[src/rtl/program_counter.sv]
// Fetch-stage PC register with IDLE/RUN/HALTED run control and a saturating
// RUN-cycle counter. Every output comes straight from a flop.
module program_counter #(
   parameter int D = 12,
   parameter int C = 16
) (
   input  logic         clk,
   input  logic         reset_n,
   input  logic         start,
   input  logic         halt,
   input  logic         stall,
   input  logic         branch_rel,
   input  logic         branch_abs,
   input  logic [D-1:0] target,
   output logic [D-1:0] prog_ctr,
   output logic         running,
   output logic         done,
   output logic [C-1:0] cycle_cnt
);

   typedef enum logic [1:0] {
      IDLE   = 2'd0,
      RUN    = 2'd1,
      HALTED = 2'd2
   } state_t;

   localparam logic [D-1:0] PC_ZERO  = {D{1'b0}};
   localparam logic [D-1:0] PC_ONE   = {{(D-1){1'b0}}, 1'b1};
   localparam logic [C-1:0] CNT_ZERO = {C{1'b0}};
   localparam logic [C-1:0] CNT_ONE  = {{(C-1){1'b0}}, 1'b1};
   localparam logic [C-1:0] CNT_MAX  = {C{1'b1}};

   state_t         state_q, state_d;
   logic [D-1:0]   pc_q, pc_d;
   logic [C-1:0]   cnt_q, cnt_d;
   logic           running_q, running_d;
   logic           done_q, done_d;
   logic [C-1:0]   cnt_sat_s;

   // Next-state, next-PC and counter logic; start outranks everything else.
   always_comb begin
      state_d   = state_q;
      pc_d      = pc_q;
      cnt_d     = cnt_q;
      if (cnt_q == CNT_MAX) begin
         cnt_sat_s = CNT_MAX;
      end else begin
         cnt_sat_s = cnt_q + CNT_ONE;
      end

      case (state_q)
         IDLE: begin
            if (start) begin
               state_d = RUN;
               pc_d    = PC_ZERO;
               cnt_d   = CNT_ZERO;
            end else begin
               pc_d    = PC_ZERO;
            end
         end
         RUN: begin
            if (start) begin
               pc_d  = PC_ZERO;
               cnt_d = CNT_ZERO;
            end else begin
               // Halt and stall edges still count as executed cycles.
               cnt_d = cnt_sat_s;
               if (halt) begin
                  state_d = HALTED;
               end else if (stall) begin
                  pc_d = pc_q;
               end else if (branch_abs) begin
                  pc_d = target;
               end else if (branch_rel) begin
                  pc_d = pc_q + target;
               end else begin
                  pc_d = pc_q + PC_ONE;
               end
            end
         end
         HALTED: begin
            if (start) begin
               state_d = RUN;
               pc_d    = PC_ZERO;
               cnt_d   = CNT_ZERO;
            end else begin
               state_d = HALTED;
            end
         end
         default: begin
            state_d = IDLE;
            pc_d    = PC_ZERO;
            cnt_d   = CNT_ZERO;
         end
      endcase

      running_d = (state_d == RUN);
      done_d    = (state_d == HALTED);
   end

   // State, PC, counter and status flags; async clear on reset_n.
   always_ff @(posedge clk or negedge reset_n) begin
      if (!reset_n) begin
         state_q   <= IDLE;
         pc_q      <= PC_ZERO;
         cnt_q     <= CNT_ZERO;
         running_q <= 1'b0;
         done_q    <= 1'b0;
      end else begin
         state_q   <= state_d;
         pc_q      <= pc_d;
         cnt_q     <= cnt_d;
         running_q <= running_d;
         done_q    <= done_d;
      end
   end

   assign prog_ctr  = pc_q;
   assign running   = running_q;
   assign done      = done_q;
   assign cycle_cnt = cnt_q;

endmodule

[config.mk]
export PLATFORM = sky130hd
export DESIGN_NAME = program_counter
export DESIGN_NICKNAME = d
export VERILOG_FILES = /design/src/rtl/program_counter.sv
export SDC_FILE = /design/constraint.sdc
export NUM_CORES = 1
export LEC_CHECK = 0
export ABC_AREA = 0
export BUFFER_PORTS_ARGS = -buffer_cell sky130_fd_sc_hd__buf_2
export CAP_MARGIN = 20
export CORE_MARGIN = 4
export CORE_UTILIZATION = 32
export DETAILED_ROUTE_END_ITERATION = 8
export PLACE_DENSITY = 0.56
export RECOVER_POWER = 100
export SYNTH_ARGS = -nofsm -noshare
export SYNTH_HDL_FRONTEND = slang
export SYNTH_SLANG_ARGS = --single-unit
[constraint.sdc]
create_clock -name clk -period 3 [get_ports clk]
set_clock_uncertainty 0.1 [all_clocks]
set_input_delay 0.45 -clock clk [delete_from_list [all_inputs] [get_ports clk]]
set_output_delay 0.45 -clock clk [all_outputs]
set_load 0.01 [all_outputs]
==> metrics.yaml, run 1 <==
postSynthCellCount: 247
critPathCaptureType: "register"
routed_wl_um: 5477
place_ws_ns: 0.2895
cts.reportedPaths.clkPinSlew_ns: 0.07
setup_viol: 0
critical_path_required_ns: 3.06
dieArea_mm2: 0.008062
worst_pin_slew_ns: 1.800
layout_commonest_cell: "clkbuf_1"
via_per_inst: 5.322
synth_edf_count: 0
power_density_mw_per_mm2: 392.5
hold_viol_final: 0
diodes: 0
first_pass_iters: 4
grtUsageTotal: 0.1431
p_leak_uw: 0.001065
final_max_slew_viol_count: 33
antenna_found_initial: 0
async_reset_ff_frac: 1.000
synth_area_mm2: 0.002141
cts_hold_buffers: 0
seq_area_frac_synth: 0.3741
hold_class: "in -> reg"
grt_pass1_vias: 2001
clock_latency_ns: 0.28
period_share: 0.8051
io_buffers: 48
synth_ff_type: "dfrtp_1"
status: "finished with violations"
final_area_mm2: 0.002492
synth_warnings: 0
overflow: 0
area_growth_pct: 16.42
core.rowCount: 29
dpl-instance-area_mm2: 0.002456
ant_nets: 0
syn_avg_cell_area_um2: 8.667
setup_slack_ns: 0.5848
hpwlAfterDp_um: 3980
arrival_ns: 2.47
start_util: 0.3333
drc: 0
fp.coreArea_mm2: 0.006422
drt_first_iter_violations: 40
grt_max_degree: 33
layout_min_cycle_time_ns: 2.415
cts_buffer_depth: 2
grt_first_pass_wirelength_um: 9563
cts_tree: "done"
hold-path-cell-count: 2
critical_path.max_fanout: 12
cts_buffers: 5
die_y_um: 89.79
cts_root_buf: "clkbuf_8"
die_x_um: 89.79
final_cell_mix: "33 x clkbuf_1, 32 x dfrtp_1, 26 x o21ai_0, 20 x nand2_1, 19 x a21oi_1"
rsz0062_at_grt: "no"
fmax_ghz: 0.4140
cts.sinks: 32
drv_cap: 1
drive_above_1_share: 0.1081
start_kind: "primary input"
violations: "max-capacitance violations, max-slew violations"
vias: 1985
final_net_count: 327
place_congestion: 0.8164
ctsResizeCount: 0
peakVddDrop_v: 0.0001951
worst-setup-path-type: "in -> reg"
synth_nets: 279
fin_tns_setup_ns: 0
slew_headroom: -0.1997
ff2ff_path_depth: 9
synth_seq_cells: 32
io_pins: 49
cts_setup_buffers: 0
synth_cell_types: 41
wire_per_inst_um: 14.68
htree_levels: 2
## metal layers
layer | vias to the layer above | track usage | part of all wire
li1 | 997 | - | -
met4 | 0 | 0.03959 | 0.013
met1 | 929 | 0.1824 | 0.48
met5 | - | 0 | 0
met2 | 50 | 0.2419 | 0.46
met3 | 9 | 0.03506 | 0.048
## flip-flops by register name (all words and copies together), names as in the netlist
| signal | count |
|---|---|
| prog_ctr | 12 |
| state_q | 2 |
| running | 1 |
| cycle_cnt | 16 |
| done | 1 |
## logic make-up (layout without fill, tap and decap cells)
family / Yosys count / count (layout) / share of synthesized area
adder cells (fa/ha/maj): 13 / 13 / 0.07948
multiplexers: 1 / 1 / 0.005260
AO/OA/AOI/OAI: 100 / 100 / 0.2951
buffers and inverters: 18 / 67 / 0.03273
XOR/XNOR: 8 / 8 / 0.03273
AND/OR/NAND/NOR: 75 / 75 / 0.1806
flip-flops: 32 / 32 / 0.3741
## critical path, cell delays in order
cell,delay (ns)
buf_2,0.22
nand2b_1,0.09
ha_1,0.22
inv_1,0.07
fa_1,0.24
nor2b_4,0.06
o21a_1,0.18
a311o_2,0.44
a221oi_2,0.26
xor2_1,0.16
o21ai_0,0.08
## per-stage QoR
| step | utilization | cells | hold slack, ns | total power, uW |
|---|---|---|---|---|
| floorplan | - | 247 | 0.05441 | 576.0 |
| global placement | 0.3824 | 365 | 0.3924 | 636.7 |
| detailed placement | 0.3824 | 365 | 0.3904 | 639.8 |
| CTS | 0.3965 | 373 | 0.1555 | 1003 |
| global route | 0.3881 | 373 | 0.3249 | 1033 |
| finish | 0.3881 | 373 | 0.3043 | 978.3 |
## power by group
part	internal, uW	leakage, uW	total (uW)	switching [uW]
sequential	446	0.000437	460	14.2
clock	187	0.0000455	354	167
combinational	65.7	0.000583	165	98.9
## layout make-up
type / count / area [um2]
fill: 680 / 3930
multi-input combinational: 197 / 1255
tap: 77 / 96.34
sequential: 32 / 800.8
inverter: 9 / 33.78
timing repair buffer: 50 / 216.5
clock buffer: 8 / 90.09
## synthesized netlist by cell type (3+ instances only)
cell type  instances  area share
xnor2_1            5       0.020
clkbuf_1           7       0.012
nor2_1            17       0.030
o21a_1             3       0.011
a22o_1             8       0.033
nand2b_1           4       0.012
xor2_1             3       0.012
nand3_1            6       0.014
a31oi_1            8       0.023
nand2_1           20       0.035
nor3_1             4      0.0094
ha_1              12       0.070
and2_1            10       0.029
o31ai_1            5       0.018
a22oi_1            9       0.032
nor2b_1            3      0.0088
a21oi_1           19       0.044
o21ai_1           21       0.049
inv_1              9       0.016
dfrtp_1           32        0.37
a21o_1             6       0.021
o21ai_0           14       0.033
## worst paths after layout
| path | start | endpoint | slack (ns) |
|---|---|---|---|
| worst max-delay path | branch_rel | prog_ctr[10]$_DFFE_PN0P_ | 0.58 |
| worst min-delay path | start | done$_DFF_PN0_ | 0.30 |
| worst max register to register | prog_ctr[0]$_DFFE_PN0P_ | prog_ctr[10]$_DFFE_PN0P_ | 0.63 |
| worst min register to register | state_q[1]$_DFF_PN0_ | state_q[0]$_DFF_PN0_ | 0.40 |
| max in group asynchronous | reset_n | cycle_cnt[6]$_DFFE_PN0P_ | 1.22 |
| min in group asynchronous | reset_n | prog_ctr[1]$_DFFE_PN0P_ | 0.54 |
Note: power is estimated with default switching activity, not from simulation.
==> run 2: changes to the inputs <==
--- a/config.mk
+++ b/config.mk
@@ -5,13 +5,13 @@
 export SDC_FILE = /design/constraint.sdc
 export NUM_CORES = 1
 export LEC_CHECK = 0
-export ABC_AREA = 0
+export ABC_AREA = 1
 export BUFFER_PORTS_ARGS = -buffer_cell sky130_fd_sc_hd__buf_2
 export CAP_MARGIN = 20
 export CORE_MARGIN = 4
 export CORE_UTILIZATION = 32
 export DETAILED_ROUTE_END_ITERATION = 8
-export PLACE_DENSITY = 0.56
+export PLACE_DENSITY = 0.57
 export RECOVER_POWER = 100
 export SYNTH_ARGS = -nofsm -noshare
 export SYNTH_HDL_FRONTEND = slang
==> constraint.sdc (replaced) <==
create_clock -name clk -period 2.16 [get_ports clk]
set_clock_uncertainty 0.1 [all_clocks]
set_input_delay 0.324 -clock clk [delete_from_list [all_inputs] [get_ports clk]]
set_output_delay 0.324 -clock clk [all_outputs]
set_load 0.01 [all_outputs]
==> metrics.yaml, run 2 <==
status: "finished, final reports clean"
synth_edf_count: 0  # unchanged
synth_top_cell_area_share: 0.3257  # -0.04835
yosys-top-cells-count: "128 x nand2_1, 52 x inv_1, 32 x dfrtp_1, 32 x nor2_1, 27 x nand3_1"
dieArea_mm2: 0.009150  # +13%
layout_min_cycle_time_ns: 1.964
core.rowCount: 31  # +6.9%
hold_class: "in -> reg"
arrival_ns: 2.09  # -0.38 ns
critical_path.max_fanout: 3  # -9
via_per_inst: 4.593  # -14%
power_density_mw_per_mm2: 570.5  # +45%
seq_area_frac_synth: 0.3257  # -0.04835
final_cell_mix: "128 x nand2_1, 53 x inv_1, 34 x clkbuf_1, 33 x nor2_1, 32 x dfrtp_1"
cts.reportedPaths.clkPinSlew_ns: 0.07  # about the same
drv_cap: 0  # -1
synth_area_leaders: "dfrtp_1 33%, nand2_1 20%, inv_1 7.9%, ha_1 6.1%, nand3_1 5.5%"
postSynthCellCount: 370  # +50%
antenna_found_initial: 0  # unchanged
final_net_count: 458  # +40%
ant_nets: 0  # unchanged
cts_buffers: 5  # unchanged
final_max_slew_viol_count: 0  # -100%
wire_per_inst_um: 12.16  # -17%
die_y_um: 95.66  # +6.5%
io_buffers: 48  # unchanged
grt_max_degree: 20  # -39%
grt_first_pass_wirelength_um: 10850  # +13%
yosysMostFrequentCell: "nand2_1"
slew_headroom: 0.2581  # +0.4577
fp.coreArea_mm2: 0.007370  # +15%
fmax_ghz: 0.5092
critical_path_required_ns: 2.29  # -0.77 ns
worst-setup-path-type: "reg -> reg"
hold_viol_final: 0  # unchanged
ctsResizeCount: 0  # unchanged
diodes: 0  # unchanged
drc: 0  # unchanged
layout_commonest_cell: "nand2_1"
cts.sinks: 32  # unchanged
routed_wl_um: 6396  # +17%
cts_buffer_depth: 2  # unchanged
vias: 2416  # +22%
worst_pin_slew_ns: 1.113  # -0.6866 ns
synth_seq_cells: 32  # unchanged
setup_viol: 0  # unchanged
synth_nets: 402  # +44%
io_pins: 49  # unchanged
largest_register_ffs: 16  # unchanged
critPathCaptureType: "register"
htree_levels: 2  # unchanged
start_util: 0.3336  # about the same
overflow: 0  # unchanged
first_pass_iters: 5  # +1
p_leak_uw: 0.001571  # +47%
fin_tns_setup_ns: 0  # unchanged
place_congestion: 0.8623  # +5.6%
cts_tree: "done"
clock_latency_ns: 0.29  # about the same
peakVddDrop_v: 0.0002299  # +18%
area_growth_pct: 17.91
rsz0062_at_grt: "no"
die_x_um: 95.66  # +6.5%
fill_cells: 814  # +20%
async_reset_ff_frac: 1.000  # unchanged
period_share: 0.9093
drive_above_1_share: 0.09133  # -0.01677
grt_pass1_vias: 2360  # +18%
grtUsageTotal: 0.1511  # +0.008010
place_inst: 517  # +42%
cts_root_buf: "clkbuf_8"
hpwlAfterDp_um: 4875  # +22%
syn_avg_cell_area_um2: 6.645  # -23%
synth_ff_type: "dfrtp_1"
synth_warnings: 0  # unchanged
synth_cell_types: 30  # -27%
start_kind: "register"
synth_area_mm2: 0.002459  # +15%
drt_first_iter_violations: 123  # +210%
instances_no_fill: 526  # +41%
yosysTopAreaCell: "dfrtp_1"
==> run 2: changes by cell type after synthesis, moves of 8 or more <==
| cell | delta |
|---|---|
| a31oi_1 | -8 |
| inv_1 | +43 |
| a22oi_1 | -9 |
| nor2_1 | +15 |
| a21oi_1 | -14 |
| and2_1 | -10 |
| nand3_1 | +21 |
| nand2_1 | +108 |
| a22o_1 | -8 |
| o21ai_1 | -15 |
| nand4_1 | +8 |
==> run 2: final timing paths <==
kind	start	end	slack [ns]	cells after the start
worst max-delay path	prog_ctr[0]$_DFFE_PN0P_	prog_ctr[8]$_DFFE_PN0P_	0.20	11
worst min-delay path	target[4]	prog_ctr[4]$_DFFE_PN0P_	0.22	3
worst max register to register	prog_ctr[0]$_DFFE_PN0P_	prog_ctr[8]$_DFFE_PN0P_	0.20	11
worst min register to register	prog_ctr[11]$_DFFE_PN0P_	prog_ctr[11]$_DFFE_PN0P_	0.41	2
max in group asynchronous	reset_n	cycle_cnt[5]$_DFFE_PN0P_	0.43	3
min in group asynchronous	reset_n	prog_ctr[0]$_DFFE_PN0P_	0.67	2
==> run 2: layout make-up <==
cell class	instances	area, um2	share of cell area
Multi-Input combinational cell	274	1401	0.4834
Tap cell	99	123.9	0.04273
Clock buffer	6	72.57	0.02503
Timing Repair Buffer	56	251.5	0.08675
Inverter	57	214.0	0.07380
Clock inverter	2	35.03	0.01208
Sequential cell	32	800.8	0.2762
==> run 2: logic make-up (layout without fill, tap and decap cells) <==
logic type | after synthesis | count (layout) | share of synthesized area
simple gates | 210 | 210 | 0.3705
mux | 1 | 1 | 0.004071
xor+xnor | 13 | 13 | 0.04631
flops | 32 | 32 | 0.3257
buf+inv | 64 | 121 | 0.1033
compound gates | 37 | 37 | 0.08092
fa+ha+maj | 13 | 13 | 0.06921
==> run 2: report_power, final <==
part,switching [uW],internal [uW]
clock,236,342
combinational,252,143
sequential,40.1,640
total,528,1130
==> run 2: through the flow <==
step	utilization	hold WS [ns]	instance area [um2]	worst slack [ns]	total power (uW)
6_report	0.3934	0.2173	2899	0.1959	1654
5_1_grt	0.3934	0.2262	2899	0.007014	1784
4_1_cts	0.4007	0.2096	2953	0.1926	1705
3_5_place_dp	0.3847	0.2159	2835	0.07466	1107
3_3_place_gp	0.3847	0.2095	2835	0.1000	1101
2_1_floorplan	-	-0.07159	2459	0.1749	956.6
==> run 2: worst max-delay path: stages (launching register included) <==
cell and delay (ns):
dfrtp_1 0.38, ha_1 0.20, inv_1 0.06, fa_1 0.40, inv_1 0.09, nand3_1 0.07, nand3_1 0.14, nand2_1 0.10
a21o_1 0.18, nand3_1 0.06, nand2_1 0.07, nand2_1 0.05
==> run 2: layer usage <==
layer | up-vias | global-route usage | part of all wire
met5 | - | 0 | 0
met4 | 0 | 0.03910 | 0.0045
met3 | 2 | 0.03078 | 0.047
met2 | 47 | 0.2704 | 0.51
met1 | 1091 | 0.1833 | 0.44
li1 | 1276 | - | -
==> run 2: what timing repair did <==
item	CTS	global route
hold buffers	1	0
endpoints found under the hold margin	16	0
setup buffers	0	0
